<file path="src/rtl/maclaurin_arbiter_if.sv">
// Requester, response and ln-unit signals shared by the arbiter and its environment.
// The arbiter takes the slave side; the requesters and the unit together take the master side.
interface maclaurin_arbiter_if #(
    parameter int N  = 4,
    parameter int GW = 2
);
    logic [N-1:0]    req_valid;
    logic [32*N-1:0] req_x;
    logic [N-1:0]    req_ready;
    logic [N-1:0]    rsp_valid;
    logic [N-1:0]    rsp_ready;
    logic [31:0]     rsp_ln;
    logic            rsp_error;
    logic            rsp_timeout;
    logic [31:0]     mb_x;
    logic            mb_start;
    logic [31:0]     mb_ln;
    logic [1:0]      mb_status;
    logic            busy;
    logic [GW-1:0]   grant_id;

    modport slave (
        input  req_valid, req_x, rsp_ready, mb_ln, mb_status,
        output req_ready, rsp_valid, rsp_ln, rsp_error, rsp_timeout,
               mb_x, mb_start, busy, grant_id
    );

    modport master (
        output req_valid, req_x, rsp_ready, mb_ln, mb_status,
        input  req_ready, rsp_valid, rsp_ln, rsp_error, rsp_timeout,
               mb_x, mb_start, busy, grant_id
    );
endinterface

</file>
<file path="src/rtl/maclaurin_arbiter.sv">
// Round-robin arbiter/sequencer sharing one ln() Maclaurin unit among N requesters.
// Grants one operand, starts the unit, watches {done,error}, and returns the result.
module maclaurin_arbiter #(
    parameter int N       = 4,
    parameter int GW      = 2,
    parameter int TIMEOUT = 63
) (
    input  logic                 clk_clk,
    input  logic                 reset_reset_n,
    maclaurin_arbiter_if.slave   bus
);
    typedef enum logic [2:0] {IDLE, ISSUE, WAIT_BUSY, WAIT_DONE, RESPOND} state_t;

    localparam logic [7:0]   TMO = 8'(TIMEOUT);
    localparam logic [GW:0]  NN  = (GW+1)'(N);
    localparam logic [N-1:0] ONE = N'(1);

    state_t        state_q;
    logic [GW-1:0] rr_ptr_q, grant_q, gnt_idx, rr_next;
    logic [7:0]    cnt_q, cnt_inc;
    logic [31:0]   mb_x_q, rsp_ln_q;
    logic          mb_start_q, busy_q, rsp_error_q, rsp_timeout_q;
    logic [N-1:0]  rsp_valid_q;
    logic          gnt_found, grant_fire, cnt_expired;
    logic [GW:0]   arb_sum;

    // First valid requester at or after rr_ptr, wrapping at N-1.
    always_comb begin
        gnt_found = 1'b0;
        gnt_idx   = '0;
        arb_sum   = '0;
        for (int k = 0; k < N; k++) begin
            arb_sum = {1'b0, rr_ptr_q} + (GW+1)'(k);
            if (arb_sum >= NN) arb_sum = arb_sum - NN;
            if (!gnt_found && bus.req_valid[arb_sum[GW-1:0]]) begin
                gnt_found = 1'b1;
                gnt_idx   = arb_sum[GW-1:0];
            end
        end
    end

    // req_ready is decoded combinationally so the accept lands in the same
    // cycle the requester sees it; it is forced low while reset is asserted.
    assign grant_fire  = (state_q == IDLE) && gnt_found && bus.mb_status[1] && reset_reset_n;
    assign cnt_inc     = (cnt_q == 8'hFF) ? cnt_q : cnt_q + 8'd1;
    assign cnt_expired = (cnt_inc >= TMO);
    assign rr_next     = (grant_q == GW'(N-1)) ? '0 : grant_q + GW'(1);

    assign bus.req_ready   = grant_fire ? (ONE << gnt_idx) : '0;
    assign bus.rsp_valid   = rsp_valid_q;
    assign bus.rsp_ln      = rsp_ln_q;
    assign bus.rsp_error   = rsp_error_q;
    assign bus.rsp_timeout = rsp_timeout_q;
    assign bus.mb_x        = mb_x_q;
    assign bus.mb_start    = mb_start_q;
    assign bus.busy        = busy_q;
    assign bus.grant_id    = grant_q;

    always_ff @(posedge clk_clk or negedge reset_reset_n) begin
        if (!reset_reset_n) begin
            state_q       <= IDLE;
            rr_ptr_q      <= '0;
            grant_q       <= '0;
            cnt_q         <= '0;
            mb_x_q        <= '0;
            mb_start_q    <= 1'b0;
            busy_q        <= 1'b0;
            rsp_valid_q   <= '0;
            rsp_ln_q      <= '0;
            rsp_error_q   <= 1'b0;
            rsp_timeout_q <= 1'b0;
        end else begin
            mb_start_q <= 1'b0;
            case (state_q)
                IDLE: begin
                    if (grant_fire) begin
                        mb_x_q     <= bus.req_x[32*gnt_idx +: 32];
                        grant_q    <= gnt_idx;
                        mb_start_q <= 1'b1;
                        busy_q     <= 1'b1;
                        state_q    <= ISSUE;
                    end
                end
                ISSUE: begin
                    cnt_q   <= '0;
                    state_q <= WAIT_BUSY;
                end
                WAIT_BUSY: begin
                    if (!bus.mb_status[1]) begin
                        cnt_q   <= '0;
                        state_q <= WAIT_DONE;
                    end else if (cnt_expired) begin
                        cnt_q         <= cnt_inc;
                        rsp_ln_q      <= '0;
                        rsp_error_q   <= 1'b0;
                        rsp_timeout_q <= 1'b1;
                        rsp_valid_q   <= ONE << grant_q;
                        state_q       <= RESPOND;
                    end else begin
                        cnt_q <= cnt_inc;
                    end
                end
                WAIT_DONE: begin
                    if (bus.mb_status[1]) begin
                        rsp_ln_q      <= bus.mb_ln;
                        rsp_error_q   <= bus.mb_status[0];
                        rsp_timeout_q <= 1'b0;
                        rsp_valid_q   <= ONE << grant_q;
                        state_q       <= RESPOND;
                    end else if (cnt_expired) begin
                        cnt_q         <= cnt_inc;
                        rsp_ln_q      <= '0;
                        rsp_error_q   <= 1'b0;
                        rsp_timeout_q <= 1'b1;
                        rsp_valid_q   <= ONE << grant_q;
                        state_q       <= RESPOND;
                    end else begin
                        cnt_q <= cnt_inc;
                    end
                end
                RESPOND: begin
                    // Only the granted requester's ready can retire the response.
                    if (bus.rsp_ready[grant_q]) begin
                        rsp_valid_q <= '0;
                        rr_ptr_q    <= rr_next;
                        busy_q      <= 1'b0;
                        state_q     <= IDLE;
                    end
                end
                default: begin
                    busy_q  <= 1'b0;
                    state_q <= IDLE;
                end
            endcase
        end
    end
endmodule

</file>
<file path="src/flat_wrapper.sv">
// flat-port wrapper written by rule: the top's interface ports become plain ports
module maclaurin_arbiter_flat 
#(
    parameter int N       = 4,
    parameter int GW      = 2,
    parameter int TIMEOUT = 63
)
  (clk_clk, reset_reset_n, bus_req_valid, bus_req_x, bus_rsp_ready, bus_mb_ln, bus_mb_status, bus_req_ready, bus_rsp_valid, bus_rsp_ln, bus_rsp_error, bus_rsp_timeout, bus_mb_x, bus_mb_start, bus_busy, bus_grant_id);
  maclaurin_arbiter_if #(.N(N), .GW(GW)) bus_i ();
  input  logic clk_clk;
  input  logic reset_reset_n;
  input wire logic [$bits(bus_i.req_valid)-1:0] bus_req_valid;
  input wire logic [$bits(bus_i.req_x)-1:0] bus_req_x;
  input wire logic [$bits(bus_i.rsp_ready)-1:0] bus_rsp_ready;
  input wire logic [$bits(bus_i.mb_ln)-1:0] bus_mb_ln;
  input wire logic [$bits(bus_i.mb_status)-1:0] bus_mb_status;
  output wire logic [$bits(bus_i.req_ready)-1:0] bus_req_ready;
  output wire logic [$bits(bus_i.rsp_valid)-1:0] bus_rsp_valid;
  output wire logic [$bits(bus_i.rsp_ln)-1:0] bus_rsp_ln;
  output wire logic [$bits(bus_i.rsp_error)-1:0] bus_rsp_error;
  output wire logic [$bits(bus_i.rsp_timeout)-1:0] bus_rsp_timeout;
  output wire logic [$bits(bus_i.mb_x)-1:0] bus_mb_x;
  output wire logic [$bits(bus_i.mb_start)-1:0] bus_mb_start;
  output wire logic [$bits(bus_i.busy)-1:0] bus_busy;
  output wire logic [$bits(bus_i.grant_id)-1:0] bus_grant_id;
  assign bus_i.req_valid = bus_req_valid;
  assign bus_i.req_x = bus_req_x;
  assign bus_i.rsp_ready = bus_rsp_ready;
  assign bus_i.mb_ln = bus_mb_ln;
  assign bus_i.mb_status = bus_mb_status;
  assign bus_req_ready = bus_i.req_ready;
  assign bus_rsp_valid = bus_i.rsp_valid;
  assign bus_rsp_ln = bus_i.rsp_ln;
  assign bus_rsp_error = bus_i.rsp_error;
  assign bus_rsp_timeout = bus_i.rsp_timeout;
  assign bus_mb_x = bus_i.mb_x;
  assign bus_mb_start = bus_i.mb_start;
  assign bus_busy = bus_i.busy;
  assign bus_grant_id = bus_i.grant_id;
  maclaurin_arbiter #(.N(N), .GW(GW), .TIMEOUT(TIMEOUT)) u_core (.clk_clk(clk_clk), .reset_reset_n(reset_reset_n), .bus(bus_i));
endmodule
</file>
<file path="config.mk">
export PLATFORM = sky130hd
export DESIGN_NAME = maclaurin_arbiter_flat
export DESIGN_NICKNAME = d
export VERILOG_FILES = /design/src/rtl/maclaurin_arbiter_if.sv /design/src/rtl/maclaurin_arbiter.sv /design/src/flat_wrapper.sv
export SDC_FILE = /design/constraint.sdc
export NUM_CORES = 1
export LEC_CHECK = 0
export CORE_ASPECT_RATIO = 2
export CORE_MARGIN = 1.5
export CORE_UTILIZATION = 43
export CTS_BUF_LIST = sky130_fd_sc_hd__clkbuf_4
export DETAILED_ROUTE_END_ITERATION = 7
export PLACE_DENSITY = 0.87
export SETUP_SLACK_MARGIN = 0.1
export SLEW_MARGIN = 20
export SYNTH_ARGS = -nofsm -noshare
export SYNTH_HDL_FRONTEND = slang
export SYNTH_SLANG_ARGS = --single-unit
</file>
<file path="constraint.sdc">
create_clock -name clk_clk -period 5.8 [get_ports clk_clk]
set_clock_uncertainty 0.2 [all_clocks]
set_input_delay 1.45 -clock clk_clk [delete_from_list [all_inputs] [get_ports clk_clk]]
set_output_delay 1.45 -clock clk_clk [all_outputs]
set_load 0.1 [all_outputs]
</file>
==> run_results.csv <==
group,metric,value,unit
timing,holdWs,305,ps
die,core,0.0101,mm^2
timing,fin_crit,5010,ps
route,ant_nets,0,
cts,clock_path_buffers,2,
worst_setup_path,crit_chain,"clkdlybuf4s50_1, nor3b_1, a211oi_1, nor2_4, inv_1, nor2_1, buf_12",
logic_synthesis,synth_edf_count,0,
timing,fin_setup_tns,0,ps
worst_setup_path,crit_type,"in2out",
logic_synthesis,yosys.area.top_type_share,49.2,%
power_and_ir_drop,total_power,4610,uW
die,start_util,43.9,%
route,drc,0,
hold_path,holdCritPathClass,"reg2reg",
worst_setup_path,cp_num_buf_inv,3,
finish,multi_input_area,0.00208,mm^2
placement,dpl.hpwl,11600,um
logic_synthesis,syn_avg_cell_area,11.3,um^2
worst_setup_path,cpLargestDelayFamily,"simple AND/OR/NAND/NOR gates",
worst_setup_path,reg2reg_to,"u_core.bus.mb_x[4]",
route,vias,4286,
timing,fmax,200,MHz
worst_setup_path,r2r-start,"u_core.rr_ptr_q[0]",
finish,mostFrequentLayoutCells,"244 x clkdlybuf4s50_1, 87 x dfrtp_1, 65 x mux2i_1",
route,drt_wl_total,15000,um
cts,ctsHoldBuffers,0,
finish,area_growth_syn_to_layout,62.6,%
worst_setup_path,endpoint,"bus_req_ready[2]",
worst_setup_path,startpoint,"bus_req_valid[1]",
timing,final-setup-viol-count,0,
worst_setup_path,crit_path_start_kind,"input port",
die,row_count,52,
logic_synthesis,ys_warn_count,0,
finish,area.sequential,0.00218,mm^2
finish,fill_cells,736,
timing,period_share,86.3,%
logic_synthesis,ys_ff_latch,87,
route,wl_per_cell,19.5,um
route,avgViaCountPerCell,5.56,
global_route,grt_pass1_wl,23000,um
power_and_ir_drop,ir_drop,0.000375,V
power_and_ir_drop,cellLeakagePower,0.00306,uW
global_route,gr-total-overflow,0,
logic_synthesis,yosysUniqueCellTypes,48,
timing,hold_viol_final,0,
logic_synthesis,yosysTopAreaCell,"dfrtp_1",
die,pin_count,250,
die,fp.dieArea,0.0109,mm^2
worst_setup_path,critPathCaptureType,"output pin",
worst_setup_path,cp.depth,7,
logic_synthesis,synth_top_flop_cell,"dfrtp_1",
cts,clk_pin_slew_worst_paths,140,ps
route,first_pass_iters,5,
global_route,antenna_found_initial,1,
timing,tightest_slew,1080,ps
timing,slew-limit-headroom,27.5,%
logic_synthesis,async_flop_share,100,%
timing,rsz0062_at_grt,"no",
power_and_ir_drop,powerDensity,641,mW/mm^2
placement,gp_congestion,0.905,
global_route,gr-usage-all-layers,28.0,%
cts,clk_latency,440,ps
cts,cts_buffers,9,
logic_synthesis,synth_area,0.00442,mm^2
outcome,status,"finished, final reports clean",
worst_setup_path,arrival,3360,ps
timing,slew_viol_final,0,
cts,htreeDepth,3,
cts,clock-sinks,87,
die,chipWidth,74.7,um
route,drtIter0Drc,227,
finish,drive_gt1_share,6.14,%
finish,final_common_cell,"clkdlybuf4s50_1",
worst_setup_path,slowest_delay,470,ps
hold_path,hold_depth,2,
cts,post_cts_resized,0,
logic_synthesis,synth.yosys.seq_area_share,49.2,%
global_route,grt_pass1_vias,4568,
finish,nets,807,
logic_synthesis,syn-num-nets,570,
cts,clock-root-buffer,"clkbuf_4",
cts,cts_tree,"built",
logic_synthesis,syn_inst,393,
worst_setup_path,rr_worst_depth,6,
die,die_y,146,um
logic_synthesis,ys_top_cells_by_area,"dfrtp_1 49%, mux2i_1 15%, a22o_1 6.7%",
placement,io_buffers,249,
worst_setup_path,critPathRequiredTime,4150,ps
global_route,grt_max_degree,52,
run,maxCapViolCount,0,
worst_setup_path,slowest_stage,"nor2_4",
worst_setup_path,r2r_setup_slack,2900,ps
worst_setup_path,cp_max_fo,17,
cts,postCtsSetupRepairBufs,0,
per-stage QoR:
stage	instance area, um^2	utilization [%]	instances	worst slack [ps]
2_1_floorplan	4420	-	393	461
3_3_place_gp	7020	69.6	754	914
3_5_place_dp	7020	69.6	754	844
4_1_cts	7190	71.3	770	816
5_1_grt	7190	71.3	771	679
6_report	7190	71.3	771	795
metal layers:
layer	global-route usage, %	share of wire [%]	up-vias
met1	29.1	34	2080
met2	51.2	56	200
met5	0	0	-
li1	-	-	1971
met3	6.07	5.4	35
met4	12.3	4.0	0
how the worst min path moves through the flow:
stage	start	end	slack, ps
finish	u_core.bus.busy	u_core.bus.busy	310
global route	u_core.bus.mb_x[6]	u_core.bus.mb_x[6]	330
CTS	u_core.bus.busy	u_core.bus.busy	310
detailed placement	u_core.bus.busy	u_core.bus.busy	270
global placement	u_core.bus.mb_x[15]	u_core.bus.mb_x[15]	270
floorplan	u_core.rr_ptr_q[0]	u_core.rr_ptr_q[0]	300
state kept, by name, summed over array words and instances, names as in the netlist:
name                    flops
u_core.bus.busy             1
u_core.bus.grant_id         2
u_core.bus.mb_start         1
u_core.bus.mb_x            32
u_core.bus.rsp_error        1
u_core.bus.rsp_ln          32
u_core.bus.rsp_timeout      1
u_core.bus.rsp_valid        4
u_core.cnt_q                8
u_core.rr_ptr_q             2
u_core.state_q              3
power by group:
part	leakage [uW]	switching [uW]	internal, uW
sequential	0.00109	189	863
clock	0.0000894	228	180
combinational	0.00188	2330	823
total	0.00306	2740	1870
cells in the mapped netlist (4+ instances only):
| cell type | instances |
|---|---|
| nor2_1 | 12 |
| nand2b_1 | 6 |
| inv_1 | 5 |
| o221ai_1 | 32 |
| a32o_1 | 5 |
| o31ai_1 | 4 |
| mux2i_1 | 65 |
| dfrtp_1 | 87 |
| o21ai_1 | 7 |
| nand2_1 | 46 |
| ha_1 | 5 |
| buf_2 | 10 |
| and3_1 | 5 |
| a21oi_1 | 13 |
| buf_6 | 4 |
| clkbuf_1 | 12 |
| a22o_1 | 34 |
| o21ai_0 | 6 |
cell type report:
cell class	count	share of cell area, %
diodes	1	0.0348
clock buffers	9	0.939
clock inverters	7	1.37
inverters	6	0.313
multi-input cells	271	28.9
flip-flops and latches	87	30.3
well taps	135	2.35
repair buffers	255	35.8
kinds of logic after synthesis:
logic type	Yosys count	synth area share, %
DFF	87	49.2
AOI/OAI and AO/OA	112	20.1
buffers and inverters	35	4.02
muxes	67	15.5
xor gates and xnor gates	1	0.198
adders and majority gates	6	1.64
and+or+nand+nor	85	9.36
worst min-delay path, stage by stage (launching register included):
cell	delay, ps
dfrtp_1	380
nand2_1	50
nand2_1	50
(Power assumes the default switching activity.)
